--- config.mk ---
export PLATFORM = sky130hd
export DESIGN_NAME = cfu_req_initiator
export DESIGN_NICKNAME = d
export VERILOG_FILES = /design/src/rtl/cfu_pkg.sv /design/src/rtl/cfu_tag_fifo.sv /design/src/rtl/cfu_req_initiator.sv
export SDC_FILE = /design/constraint.sdc
export NUM_CORES = 1
export LEC_CHECK = 0
export CAP_MARGIN = 25
export CORE_MARGIN = 3
export CORE_UTILIZATION = 42
export CTS_CLUSTER_DIAMETER = 30
export DETAILED_ROUTE_END_ITERATION = 8
export PLACE_DENSITY = 0.88
export SLEW_MARGIN = 20
export SYNTH_ARGS = -nofsm -noshare
export SYNTH_HDL_FRONTEND = slang
export SYNTH_SLANG_ARGS = --single-unit
--- constraint.sdc ---
create_clock -name clk -period 2.75 [get_ports clk]
set_clock_uncertainty 0.1 [all_clocks]
set_input_delay 0.275 -clock clk [delete_from_list [all_inputs] [get_ports clk]]
set_output_delay 0.275 -clock clk [all_outputs]
set_load 0.01 [all_outputs]
--- src/rtl/cfu_pkg.sv ---
// Shared definitions for the CFU request/response protocol.
// Used by the CPU-side initiator (cfu_req_initiator) and by CFU responders.
//   CFU_FUNC_ID_W / CFU_DATA_W / CFU_TAG_W : default field widths
//   cfu_req_t  : one request beat  {function_id, data0, data1}
//   cfu_resp_t : one response beat {data, status}
//   timeout_cnt_w() : width of a saturating cycle counter able to hold 0..limit
package cfu_pkg;

  localparam int CFU_FUNC_ID_W = 10;
  localparam int CFU_DATA_W    = 32;
  localparam int CFU_TAG_W     = 3;

  typedef struct packed {
    logic [CFU_FUNC_ID_W-1:0] function_id;
    logic [CFU_DATA_W-1:0]    data0;
    logic [CFU_DATA_W-1:0]    data1;
  } cfu_req_t;

  typedef struct packed {
    logic [CFU_DATA_W-1:0] data;
    logic                  status;
  } cfu_resp_t;

  // A limit of 0 means "no counter"; return a minimum width of 1 bit so
  // any declaration sized by this function stays legal.
  function automatic int timeout_cnt_w(input int limit);
    if (limit <= 0) return 1;
    return $clog2(limit + 1);
  endfunction

endpackage

--- src/rtl/cfu_tag_fifo.sv ---
// Synchronous tag FIFO holding the writeback tags of requests that were
// issued but not yet answered by the CFU.
//   clk, rst   : clock, synchronous active-high reset (empties the FIFO)
//   push       : write push_data this cycle (never asserted when full)
//   push_data  : tag to store
//   pop        : drop the head entry this cycle (never asserted when empty)
//   head       : oldest stored tag
//   full/empty : occupancy flags
module cfu_tag_fifo #(
  parameter int WIDTH = 3,
  parameter int DEPTH = 4
) (
  input  logic             clk,
  input  logic             rst,
  input  logic             push,
  input  logic [WIDTH-1:0] push_data,
  input  logic             pop,
  output logic [WIDTH-1:0] head,
  output logic             full,
  output logic             empty
);

  localparam int PTR_W = $clog2(DEPTH);
  localparam int CNT_W = $clog2(DEPTH + 1);

  logic [WIDTH-1:0] mem [DEPTH];
  logic [PTR_W-1:0] wr_ptr;
  logic [PTR_W-1:0] rd_ptr;
  logic [CNT_W-1:0] count;

  // Storage needs no reset: count gates every read that matters.
  always_ff @(posedge clk) begin
    if (push) begin
      mem[wr_ptr] <= push_data;
    end
  end

  // DEPTH is a power of two, so pointers wrap by plain overflow.
  always_ff @(posedge clk) begin
    if (rst) begin
      wr_ptr <= '0;
      rd_ptr <= '0;
      count  <= '0;
    end else begin
      if (push) wr_ptr <= wr_ptr + PTR_W'(1);
      if (pop)  rd_ptr <= rd_ptr + PTR_W'(1);
      case ({push, pop})
        2'b10:   count <= count + CNT_W'(1);
        2'b01:   count <= count - CNT_W'(1);
        default: count <= count;
      endcase
    end
  end

  assign head  = mem[rd_ptr];
  assign full  = (count == CNT_W'(DEPTH));
  assign empty = (count == '0);

endmodule

--- src/rtl/cfu_req_initiator.sv ---
// CPU-side initiator of the CFU request/response protocol.
// Accepts custom-instruction issues, forwards them to the CFU through a
// one-entry request register, matches the in-order responses with the issue
// tags kept in a tag FIFO and presents results on a writeback port.
//   issue_*     : execute-stage issue port (valid/ready, func id, rs1, rs2, tag)
//   cfu_req_*   : request to the CFU (valid/ready, function id, data0, data1)
//   cfu_resp_*  : response from the CFU (valid/ready, data, status)
//   wb_*        : writeback of results (valid/ready, tag, data, err)
//   timeout_err : sticky flag, head request waited TIMEOUT_CYCLES for a response
//
// Handshakes: every *_valid/*_ready pair transfers exactly on a rising edge
// where both are high. A source never drops valid or changes its payload
// while valid is high and ready is low; ready may depend combinationally on
// valid and on state, valid never depends on ready of the same interface.
module cfu_req_initiator
  import cfu_pkg::*;
#(
  parameter int FUNC_ID_W       = CFU_FUNC_ID_W,
  parameter int DATA_W          = CFU_DATA_W,
  parameter int TAG_W           = CFU_TAG_W,
  parameter int MAX_OUTSTANDING = 4,
  parameter int TIMEOUT_CYCLES  = 1024
) (
  input  logic                 clk,
  input  logic                 rst,
  input  logic                 issue_valid,
  output logic                 issue_ready,
  input  logic [FUNC_ID_W-1:0] issue_func_id,
  input  logic [DATA_W-1:0]    issue_rs1,
  input  logic [DATA_W-1:0]    issue_rs2,
  input  logic [TAG_W-1:0]     issue_tag,
  output logic                 cfu_req_valid,
  input  logic                 cfu_req_ready,
  output logic [FUNC_ID_W-1:0] cfu_req_function_id,
  output logic [DATA_W-1:0]    cfu_req_data0,
  output logic [DATA_W-1:0]    cfu_req_data1,
  input  logic                 cfu_resp_valid,
  output logic                 cfu_resp_ready,
  input  logic [DATA_W-1:0]    cfu_resp_data,
  input  logic                 cfu_resp_status,
  output logic                 wb_valid,
  input  logic                 wb_ready,
  output logic [TAG_W-1:0]     wb_tag,
  output logic [DATA_W-1:0]    wb_data,
  output logic                 wb_err,
  output logic                 timeout_err
);

  localparam int CNT_W = timeout_cnt_w(TIMEOUT_CYCLES);

  logic             issue_fire;
  logic             req_fire;
  logic             resp_fire;
  logic             tag_pop;
  logic             fifo_full;
  logic             fifo_empty;
  logic [TAG_W-1:0] tag_head;

  // The request register may be reloaded in the same cycle it hands its
  // current beat to the CFU, giving one issue per cycle.
  assign issue_ready = !timeout_err && !fifo_full && (!cfu_req_valid || cfu_req_ready);
  assign issue_fire  = issue_valid && issue_ready;
  assign req_fire    = cfu_req_valid && cfu_req_ready;

  // With no tag outstanding a response can only be a leftover from before a
  // reset; accept it unconditionally so the CFU is never stuck on it.
  assign cfu_resp_ready = !wb_valid || wb_ready || fifo_empty;
  assign resp_fire      = cfu_resp_valid && cfu_resp_ready;
  assign tag_pop        = resp_fire && !fifo_empty;

  // ---------------------------------------------------------------- request
  always_ff @(posedge clk) begin
    if (rst) begin
      cfu_req_valid       <= 1'b0;
      cfu_req_function_id <= '0;
      cfu_req_data0       <= '0;
      cfu_req_data1       <= '0;
    end else if (issue_fire) begin
      cfu_req_valid       <= 1'b1;
      cfu_req_function_id <= issue_func_id;
      cfu_req_data0       <= issue_rs1;
      cfu_req_data1       <= issue_rs2;
    end else if (req_fire) begin
      cfu_req_valid <= 1'b0;
    end
  end

  // ------------------------------------------------------------- tag FIFO
  // Holds one tag per issued-but-unanswered instruction; its fullness is
  // what limits the number of requests in flight.
  cfu_tag_fifo #(
    .WIDTH (TAG_W),
    .DEPTH (MAX_OUTSTANDING)
  ) u_tag_fifo (
    .clk       (clk),
    .rst       (rst),
    .push      (issue_fire),
    .push_data (issue_tag),
    .pop       (tag_pop),
    .head      (tag_head),
    .full      (fifo_full),
    .empty     (fifo_empty)
  );

  // -------------------------------------------------------------- writeback
  always_ff @(posedge clk) begin
    if (rst) begin
      wb_valid <= 1'b0;
      wb_tag   <= '0;
      wb_data  <= '0;
      wb_err   <= 1'b0;
    end else if (tag_pop) begin
      wb_valid <= 1'b1;
      wb_tag   <= tag_head;
      wb_data  <= cfu_resp_data;
      wb_err   <= cfu_resp_status;
    end else if (wb_ready) begin
      wb_valid <= 1'b0;
    end
  end

  // ---------------------------------------------------------------- timeout
  generate
    if (TIMEOUT_CYCLES == 0) begin : g_no_timeout
      assign timeout_err = 1'b0;
    end else begin : g_timeout
      logic [CNT_W-1:0] to_cnt;
      logic [CNT_W-1:0] to_cnt_next;

      // Measures how long the oldest outstanding request has gone without a
      // response; any response restarts the wait for the next head.
      always_comb begin
        to_cnt_next = to_cnt;
        if (resp_fire || fifo_empty) begin
          to_cnt_next = '0;
        end else if (to_cnt != CNT_W'(TIMEOUT_CYCLES)) begin
          to_cnt_next = to_cnt + CNT_W'(1);
        end
      end

      always_ff @(posedge clk) begin
        if (rst) begin
          to_cnt      <= '0;
          timeout_err <= 1'b0;
        end else begin
          to_cnt <= to_cnt_next;
          if (to_cnt_next == CNT_W'(TIMEOUT_CYCLES)) begin
            timeout_err <= 1'b1;
          end
        end
      end
    end
  endgenerate

endmodule

# Word level (Yosys, flattened, before mapping)
# Memory sizes are Yosys's and may differ from the RTL's. A register that Yosys moved wholly into a read port is not among the register bits.
# Index checks and enable logic that the tools add are counted.
dict set report totals {
  register_bits 128
  ramBits 12
  input_bits 116
  out_inout_bits 115
  mem_count 1
}
dict set report classes {
  add_sub_neg 5
  n_eq_ne 5
  muxes 9
  n_reduce_logical 19
}
# name words width rd rd_ports_with_merged_regs write_ports line_no
set mem_list {}
lappend mem_list {u_tag_fifo.mem 4 3 1 1 1 cfu_tag_fifo.sv:26} ;# logic [WIDTH-1:0] mem [DEPTH];
# operator count
set ops {}
lappend ops {{2-to-1 mux 11 bit} 2}
lappend ops {{adder 11 x 1 -> 11 bit, second input constant} 1}
lappend ops {{== test 11 bit, second input constant} 1}
lappend ops {{!= test 11 bit, second input constant} 1}
lappend ops {{logical AND 1 bit} 6}
lappend ops {{2-to-1 mux 1 bit} 6}
lappend ops {{one-hot mux 3 bit (2 select lines)} 1}
lappend ops {{nonzero test 2 bit} 3}
lappend ops {{logical NOT 1 bit} 5}
lappend ops {{adder 2 x 1 -> 2 bit, second input constant} 2}
lappend ops {{logical OR 1 bit} 4}
lappend ops {{adder 3 x 1 -> 3 bit, second input constant} 1}
lappend ops {{== test 3 bit, second input constant} 1}
lappend ops {{logical NOT 3 bit} 1}
lappend ops {{subtractor 3 x 1 -> 3 bit, second input constant} 1}
lappend ops {{== test 2 x 1 -> 1 bit, second input constant} 1}
lappend ops {{== test 2 bit, second input constant} 1}

# Depth between registers and ports, before layout
# Gate-level depths: netlist of the first run.
dict set report depth {
  word_depth 7
  ltp_mapped 11
}

# Cells and area by module
# From an unflattened synthesis of the first run, not the netlist that was laid out.
dict set report unflattened {
  hier_cells 626
  hier_area_um2 5380.2
}
# module instances cells_each area_per_inst_um2 seq_area_each_um2
set by_module_without_submodules {}
lappend by_module_without_submodules {cfu_req_initiator 1 564 4518.1 2482.4}
lappend by_module_without_submodules {cfu_tag_fifo 1 62 862.1 540.5}

# Worst setup path after synthesis of the first run
# Ideal clock, no wire load.
dict set report synth_path {
  path_type {reg2reg}
  startpoint {register u_tag_fifo.count[0]}
  endpoint {register u_tag_fifo.count[2]}
  setup_time_ns 0.070
  arrival_time_ns 2.398
  path_slack_ns 0.182
  path_stages_with_launch 12
  n_path_buf 2
  period_less_slack_ns 2.568
  cell_sequence {dfxtp_1 nor3b_2 nor3b_4 and2_1 buf_6 inv_2 buf_2 ha_1 fa_1 xnor2_1 or3_1 a21oi_1}
}
dict set report synth_via {
  elab_chain_cells 7
  elab_cells_between_ends 16
  cone_classes {2 x add/sub; 3 x eq/ne; 1 x mux; 10 x reduce/logical}
}
# item line_no
set synth_rtl {}
lappend synth_rtl {{from (decl)} cfu_tag_fifo.sv:29} ;# logic [CNT_W-1:0] count;
lappend synth_rtl {{from (signal assigned)} cfu_tag_fifo.sv:48} ;# 2'b10: count <= count + CNT_W'(1);
lappend synth_rtl {{from (signal assigned)} cfu_tag_fifo.sv:49} ;# 2'b01: count <= count - CNT_W'(1);
lappend synth_rtl {{from (signal assigned)} cfu_tag_fifo.sv:50} ;# default: count <= count;
lappend synth_rtl {{== test 3 bit *} cfu_tag_fifo.sv:56} ;# assign full = (count == CNT_W'(DEPTH));
lappend synth_rtl {{logical NOT 1 bit *} cfu_req_initiator.sv:61} ;# assign issue_ready = !timeout_err && !fifo_full && (!cfu_req_valid || cfu_req_ready);
lappend synth_rtl {{logical AND 1 bit * (2 in series)} cfu_req_initiator.sv:61}
lappend synth_rtl {{via issue_ready} cfu_req_initiator.sv:27} ;# output logic issue_ready,
lappend synth_rtl {{logical AND 1 bit *} cfu_req_initiator.sv:62} ;# assign issue_fire = issue_valid && issue_ready;
lappend synth_rtl {{== test 2 x 1 -> 1 bit / == test 2 bit (equally long branches)} cfu_tag_fifo.sv:47} ;# case ({push, pop})
lappend synth_rtl {{one-hot mux 3 bit (2 select lines) / nonzero test 2 bit (equally long branches)} --}
# Mark *: on every way through the listed nets, which the timed path passes. The rest lies on a longest branch.
# A chain may end at the register's enable or synchronous reset.

# Worst setup path in the final report of the first run
dict set report layout_path {
  startpoint {register u_tag_fifo.count[0]}
  endpoint {register u_tag_fifo.count[2]}
}
dict set report layout_via {
  elab_chain_cells 7
  elab_cells_between_ends 16
  cone_classes {2 x add/sub; 3 x eq/ne; 1 x mux; 10 x reduce/logical}
}
# item line_no
set layout_rtl {}
lappend layout_rtl {{== test 3 bit} cfu_tag_fifo.sv:56}
lappend layout_rtl {{logical NOT 1 bit} cfu_req_initiator.sv:61}
lappend layout_rtl {{logical AND 1 bit (2 in series)} cfu_req_initiator.sv:61}
lappend layout_rtl {{logical AND 1 bit} cfu_req_initiator.sv:62}
lappend layout_rtl {{== test 2 x 1 -> 1 bit / == test 2 bit (equally long branches)} cfu_tag_fifo.sv:47}
lappend layout_rtl {{one-hot mux 3 bit (2 select lines) / nonzero test 2 bit (equally long branches)} --}
# Several ways; a longest one is shown, not always the timed one.

==> reports/summary.md, run 1 <==
The clock latency on the worst-skew pair is 0.40 ns. VDD sags by at most 0.417 mV. Entering global routing, the biggest net connects 77 pins. The tools report the wire length of the first global-routing pass as 23500 um. The run gives 0.256 as the part of the total power dissipated in combinational logic. For flop-to-flop paths, the worst setup slack is 0.44 ns.

The max-cap violation count came out at 0. Ranked by total cell area, the synthesized netlist is headed by dfxtp_1 (49%), nand2_1 (16%), a21oi_1 (11%). The clock passes through at most 2 buffers. The share of the synthesized area in the top cell type is 0.488, and the clock transition at the registers of the reported paths is 0.05 ns. The logs give 0 for the number of slew-limit violations in the final report and 0.398 for the sequential group share of total power. Ranked by instance count, the synthesized netlist is headed by nand2_1 (230), dfxtp_1 (131), a21oi_1 (116), nor2_1 (19), clkbuf_1 (17). The number of placed I/O pins is 231, and the share of the clock period used by the worst path is 0.839. After synthesis the cells add up to 5380 um2. The largest fanout of any net on the critical path is 5, and the yosys synthesis warning count is 0. The per-cell routed wire length is 14.1 um. Portion of netlist area occupied by mux cells: 0.0165. The kind of end point of the critical path is a register. The net count of the finished layout is 960. In this run the mean area of a mapped cell was 8.66 um2. The proportion of total power due to net switching was 0.274. The count of final hold-check violations is 0. The die is 119 um wide. The logs give 143 for the count of clock tree sinks and 0.439 for the effective utilization at floorplan. The number of flops mapped to enable cells by yosys is 12, and the number of placement rows is 40. The post-synthesis compound-gate area fraction was 0.116.

The number of iterations in the first detailed-routing pass was 4. For the number of violations reported at the end of detailed-routing iteration 0, the log shows 320. For this design, the CTS-stage hold fixing added 0 buffers.

The design internal power is 0.00469 W, and the parity-gate share of the synthesized area counting xor and xnor cells is 0.0228. The number of CTS-inserted buffers is 17, and the number of nets with antenna violations after routing is 0. The worst hold path passes through 2 cells. Summed over all nets, the switching power comes to 0.00177 W.

The H-tree was split into 4 levels. The required time reported for the critical path endpoint is 2.98 ns, and the register bit total from synthesis is 143. After detailed routing, the number of remaining DRC violations is 0. The worst hold path endpoint is wb_data[26]. The tools report the startpoint of the worst register-to-register path as u_tag_fifo.count[0]. The floorplan step defined a core boundary enclosing 12300 um2. After clock tree synthesis, the setup repair step added 0 buffers. After routing, the total negative slack on setup checks comes to 0 ns. Largest family of logic cells by synthesized area: simple AND/OR/NAND/NOR gates. The flow ran to the end, and the final reports show no timing, DRC or antenna violations. The run gives 3.08 nW as the leakage power figure. The actual transition at the worst max-transition pin was 0.799 ns; the die area was 14200 um2. Dividing the detail-routed via count by the number of cells gives 4.81.

At the worst endpoint, the arrival time is 2.54 ns. Setup repair after global routing left no endpoint under its margin. Power density over cell area: 780 nW/um2. In this run the critical register-to-register path is captured at u_tag_fifo.count[2]. TritonCTS built the clock tree.

From synthesis to final layout, the design area changed by 54.1%. STA classifies the critical path startpoint as a register. The worst relative slew slack was 0.467. The logs give 0.204 for the total routing resource utilization after global routing and 4888 for the via count of the first global-routing pass.

The total overflow left after global routing is 0. Input and output buffers added on the ports amount to 230. The synthesized design spends more area on one cell type than any other, namely dfxtp_1.

The number of cells on the worst reg-to-reg path is 9. The area share of and/or/nand/nor cells after synthesis came out at 0.222. The worst path in the final design needs a cycle of 2.31 ns, including I/O delays and setup. Fill cells in the final layout number 942.

The routed layout has 4883 vias. The number of nets in the synthesized netlist is 745. Based on the critical path, the design can be clocked at up to 434 MHz. The tools report the antenna cell count as 0.

The number of library cell types mapped by synthesis came out at 39. By instance count, the leading cell after synthesis is nand2_1. For the sequential fraction of the synthesis area, the log shows 0.555. Adder and majority gate portion of the synthesized area: 0.0200. The share of async-settable or async-resettable flops after synthesis is 0, and the final wirelength is 14400 um. The last weighted congestion value of the routability-driven placer is 0.783. Clock tree root buffer cell: clkbuf_16. The tools report the beginning of the worst hold path as rst. Gates resized during post-CTS repair numbered 0. The tools report the clock network power share as 0.346.

Synthesis produced a netlist whose cell count is 621. The HPWL reported at the end of detailed placement is 10100 um. Type of the worst setup path: reg2reg.

The tools report the initial antenna violation count as 1. After layout, the design draws a total of 0.00646 W. In the synthesized netlist the dominant register cell turns out to be dfxtp_1.

The setup violation total in the final timing report was 0; the fraction of final layout cells with drive strength greater than 1 was 0.0590. The worst hold path belongs to the class in2reg. The vertical die dimension works out to 119 um.
## power groups by stage
stage	sequential, W	combinational, W	clock, W
4_1_cts	0.00257	0.00168	0.00229
3_3_place_gp	0.00260	0.00164	0
5_1_grt	0.00262	0.00182	0.00238
2_1_floorplan	0.00270	0.000788	0
3_5_place_dp	0.00262	0.00167	0
6_report	0.00257	0.00165	0.00224
## layer usage
layer / wire length [um] / vias up / GRT usage
met4: 301 / 2 / 0.0746
met5: 13 / - / 0
met1: 5780 / 2226 / 0.237
met2: 6980 / 181 / 0.348
li1: - / 2449 / -
met3: 1290 / 25 / 0.0717
## worst max-delay path, cell delays in order, from the launching register on
cell     delay, ns
dfxtp_1       0.44
nor3b_2       0.10
nor3b_4       0.19
and2_2        0.18
inv_2         0.04
ha_1          0.22
fa_1          0.38
xnor2_1       0.14
or3_1         0.30
a21oi_1       0.14
## worst max-delay path by stage
stage | slack [ns] | start | to
2_1_floorplan | 0.18 | u_tag_fifo.count[0] | u_tag_fifo.count[2]
3_3_place_gp | 0.18 | cfu_req_ready | u_tag_fifo.count[2]
3_5_place_dp | 0.12 | cfu_req_ready | u_tag_fifo.count[2]
4_1_cts | 0.42 | u_tag_fifo.count[0] | u_tag_fifo.count[2]
5_1_grt | 0.29 | u_tag_fifo.count[0] | u_tag_fifo.count[2]
6_report | 0.44 | u_tag_fifo.count[0] | u_tag_fifo.count[2]
## kinds of logic (layout without fill, tap and decap cells)
group	after synthesis	count (layout)
AOI/OAI and AO/OA	121	121
buffers and inverters	47	274
adders and majority gates	8	8
and+or+nand+nor	283	283
muxes	5	5
DFF	143	143
xor gates and xnor gates	14	14
## state kept, by name (all words and copies together) (netlist names), 2 cells and up
register / cells
cfu_req_data0: 32
cfu_req_data1: 32
cfu_req_function_id: 10
g_timeout.to_cnt: 11
u_tag_fifo.count: 3
u_tag_fifo.mem: 12
u_tag_fifo.rd_ptr: 2
u_tag_fifo.wr_ptr: 2
wb_data: 32
wb_tag: 3
## layout by cell type (no fill, tap or decap), drive strengths merged
cell	synthesis	layout
xnor2	5	5
clkinv	0	4
nand4b	1	1
and3	4	4
nor3	4	4
nand3	4	4
o41ai	1	1
o21ai	1	1
o22ai	1	1
nor4b	2	2
mux2i	1	1
a21boi	1	1
nand4	2	2
clkdlybuf4s50	0	229
buf	24	8
dfxtp	131	131
nor3b	2	2
or3	3	3
edfxtp	12	12
mux2	1	1
and4	1	1
mux4	3	3
a41oi	1	1
nand2b	6	6
a21oi	116	116
or2	2	2
bufinv	0	2
and2b	1	1
clkbuf	17	25
ha	7	7
nand2	230	230
inv	6	6
fa	1	1
and2	2	2
xor2	9	9
nor2	19	19
## cell type report
| cell class | count | area, um2 | area share |
|---|---|---|---|
| multi-input cells | 431 | 2140 | 0.258 |
| clock inverters | 6 | 80.1 | 0.00966 |
| flip-flops and latches | 143 | 2980 | 0.360 |
| well taps | 168 | 210 | 0.0254 |
| clock buffers | 25 | 505 | 0.0610 |
| repair buffers | 237 | 2350 | 0.284 |
| inverters | 6 | 22.5 | 0.00272 |
## through the flow
step           cell area [um2]  hold slack [ns]  std cells  setup slack [ns]   util
2_1_floorplan             5380            0.274        621             0.182      -
3_3_place_gp              7700            0.340        985             0.176  0.628
3_5_place_dp              7700            0.345        985             0.124  0.628
4_1_cts                   8290            0.238       1016             0.420  0.676
5_1_grt                   8290            0.253       1016             0.286  0.676
6_report                  8290            0.254       1016             0.443  0.676
(Power assumes the default switching activity.)
==> run 2, diff against run 1 <==
Settings changed: CORE_UTILIZATION 42 to 38, PLACE_DENSITY 0.88 to 0.84.
Clock period 2.75 ns to 2 ns, I/O delays scaled along.
==> run 2 against run 1 <==
Compared with the run above:
- the run now ends with negative setup slack left
- sequential share of layout area shrank 0.64 points
- cell count grew 2.2%
- clock power grew 41%
- fmax grew 8.3%
- hold slack lost 0.074 ns
- largest cell class unchanged
- largest power group unchanged
- highest routed layer is now met4
==> reports/summary.md, run 2 (synthesis gave the netlist of run 1 again) <==
The run finished, with violations left. The checks that failed: negative setup slack. The tools report the maximum vdd drop as 0.660 mV (was 0.417 mV). Total DRC errors in the routed layout: 0 (unchanged). Required time reported for the critical path endpoint: 2.24 ns (was 2.98 ns). The fraction of final layout cells with drive strength greater than 1 was 0.0835 (was 0.0590); the die span in x was 125 um (was 119 um). The area taken by flip-flops and latches is 2990 um2 (was 2980 um2).

Kind of path behind the tightest hold check: in2reg (unchanged). The endpoint arrival time on the critical path is 2.37 ns (was 2.54 ns). The kind of end point of the critical path is a register (unchanged).

The number of violations reported at the end of detailed-routing iteration 0 is 197 (was 320). The logs give 2170 um2 (was 2140 um2) for the area of the multi-input gates and 0.462 (was 0.467) for the worst relative slew slack. The logs give 0.863 (was 0.783) for the last weighted congestion value of the routability-driven placer and 231 (unchanged) for the number of placed I/O pins. The leading cell type in the layout, fill and taps excluded was nand2_1 (unchanged). The tools report the number of filler cells placed in the layout as 1114 (was 942). Type of the worst setup path: reg2reg (unchanged). The number of buffers added to fix hold violations after cts was 0 (unchanged).

The effective utilization at floorplan is 0.397 (was 0.439), and the total routing resource utilization after global routing is 0.185 (was 0.204). Cells along the critical path: nor3b_4 > nor3b_4 > and2_4 > inv_4 > ha_4 > fa_2 > xnor2_1 > or3_1 > a21oi_1 (was nor3b_2 > nor3b_4 > and2_2 > inv_2 > ha_1 > fa_1 > xnor2_1 > or3_1 > a21oi_1). Number of nets with antenna violations after routing: 0 (unchanged). The leakage power figure came out at 3.13 nW (was 3.08 nW). The run gives 23300 um (was 23500 um) as the wire length of the first global-routing pass. The final period demand of the worst path was 2.13 ns (was 2.31 ns). The clock transition at the registers of the reported paths is 0.05 ns (about the same), and the largest net degree at the start of global routing is 121 (was 77).

The run gives -0.130 ns (was 0.443 ns) as the worst setup margin. The number of CTS-inserted buffers is 17 (unchanged). The total vias in the final route is 4907 (was 4883). The area growth from synthesis to layout works out to 57.1% (was 54.1%). TritonCTS built the clock tree. The logs give 13600 um2 (was 12300 um2) for the area inside the core boundary and 0.41 ns (was 0.40 ns) for the clock latency on the worst-skew pair. For the max-cap violation count, the log shows 0 (unchanged). The share of the clock period used by the worst path was 1.06 (was 0.839).

The post-placement worst setup slack was -0.449 ns (was 0.124 ns). Count of clock tree sinks: 143 (unchanged). The actual transition at the worst max-transition pin is 0.808 ns (was 0.799 ns), and the via count of the first global-routing pass is 4663 (was 4888). The nature of the critical path startpoint was a register (unchanged). Largest regs: cfu_req_data0: 32 flops, cfu_req_data1: 32 flops, wb_data: 32 flops (unchanged).

The power density over cell area is 1080 nW/um2 (was 780 nW/um2). The number of iterations in the first detailed-routing pass was 4 (unchanged). Most frequent cells in the layout: nand2_1 (230), clkdlybuf4s50_1 (227), dfxtp_1 (128), a21oi_1 (116), buf_4 (20) (was nand2_1 (230), clkdlybuf4s50_1 (229), dfxtp_1 (131), a21oi_1 (116), nor2_1 (19)). Per-cell routed wire length: 14.2 um (was 14.1 um).

For the number of buffers on the longest clock path, the log shows 2 (unchanged). The cell occurring most often along the worst timing path was nor3b_4. The total power is 0.00909 W (was 0.00646 W).

The worst hold slack after final layout came out at 0.180 ns (was 0.254 ns). The count of final hold-check violations was 0 (unchanged). The tools report the HPWL reported at the end of detailed placement as 10100 um (about the same). Number of placement rows: 42 (was 40). The achievable frequency was 470 MHz (was 434 MHz). The tools report the initial antenna violation count as 0 (was 1). The via-per-instance ratio works out to 4.73 (was 4.81). The tools report the total negative slack for setup checks as -0.224 ns (was 0 ns). The cell type of the slowest stage on the worst timing path was dfxtp_2 (was dfxtp_1).

The worst stage delay on the critical path is 0.33 ns (was 0.44 ns). Setup repair after global routing could not meet its margin everywhere. Clock tree root buffer cell: clkbuf_16 (unchanged). The count of buffers inserted at the top-level ports was 230 (unchanged); the setup violation total in the final timing report was 4 (was 0).

The run gives 0 (unchanged) as the total congestion overflow. The logs give 973 (was 960) for the number of nets at the end of the flow and 15600 um2 (was 14200 um2) for the die area. The antenna cell count came out at 0 (unchanged).

Vertical die dimension: 125 um (was 119 um). The number of slew-limit violations in the final report was 0 (unchanged). The largest fanout of any net on the critical path is 4 (was 5).

The number of H-tree levels came out at 4 (unchanged). The final wirelength was 14800 um (was 14400 um).
==> run 2: final cells by class <==
class	count	area share
tap	176	0.0261
clock buffer	23	0.0579
timing repair buffer	250	0.291
sequential	143	0.353
multi-input combinational	431	0.256
clock inverter	9	0.0126
inverter	6	0.00296
==> run 2: power breakdown <==
part	switching (W)	internal, W	leakage (nW)
clock	0.00117	0.00197	0.284
combinational	0.00115	0.00126	1.67
sequential	0.000238	0.00330	1.18
total	0.00256	0.00653	3.13
==> run 2: metrics by stage <==
stage | utilization | cells | cell area [um2]
2_1_floorplan | - | 621 | 5410
3_3_place_gp | 0.579 | 1005 | 7850
3_5_place_dp | 0.579 | 1005 | 7850
4_1_cts | 0.623 | 1038 | 8450
5_1_grt | 0.623 | 1038 | 8450
6_report | 0.623 | 1038 | 8450
==> run 2: critical path: cells and delay by family, from the launching register on <==
| family | cells | cell delay (ns) |
|---|---|---|
| buffers and inverters | 1 | 0.04 |
| adder cells (fa/ha/maj) | 2 | 0.48 |
| flip-flops | 1 | 0.33 |
| AND/OR/NAND/NOR | 4 | 0.84 |
| AO/OA/AOI/OAI | 1 | 0.12 |
| XOR/XNOR | 1 | 0.14 |
==> run 2: what timing repair did <==
item,4_1_cts,5_1_grt
endpoints found under the setup margin,79,80
pin swaps,1,0
endpoints found under the hold margin,0,0
buffers inserted,1,0
gates resized for setup,3,4
==> run 2: worst paths after layout <==
kind                                           from                  end  slack, ns  cells past startpoint
worst min-delay path                            rst          timeout_err       0.18                      4
worst max-delay path            u_tag_fifo.count[2]  u_tag_fifo.count[2]      -0.13                      9
worst max register to register  u_tag_fifo.count[2]  u_tag_fifo.count[2]      -0.13                      9
worst min register to register    cfu_req_data1[19]    cfu_req_data1[19]       0.35                      2
==> run 2: layer usage <==
metal	GRT usage	up-vias	wire length (um)
li1	-	2476	-
met1	0.210	2222	5980
met2	0.307	185	7190
met3	0.0878	24	1280
met4	0.0612	0	310
met5	0	-	0
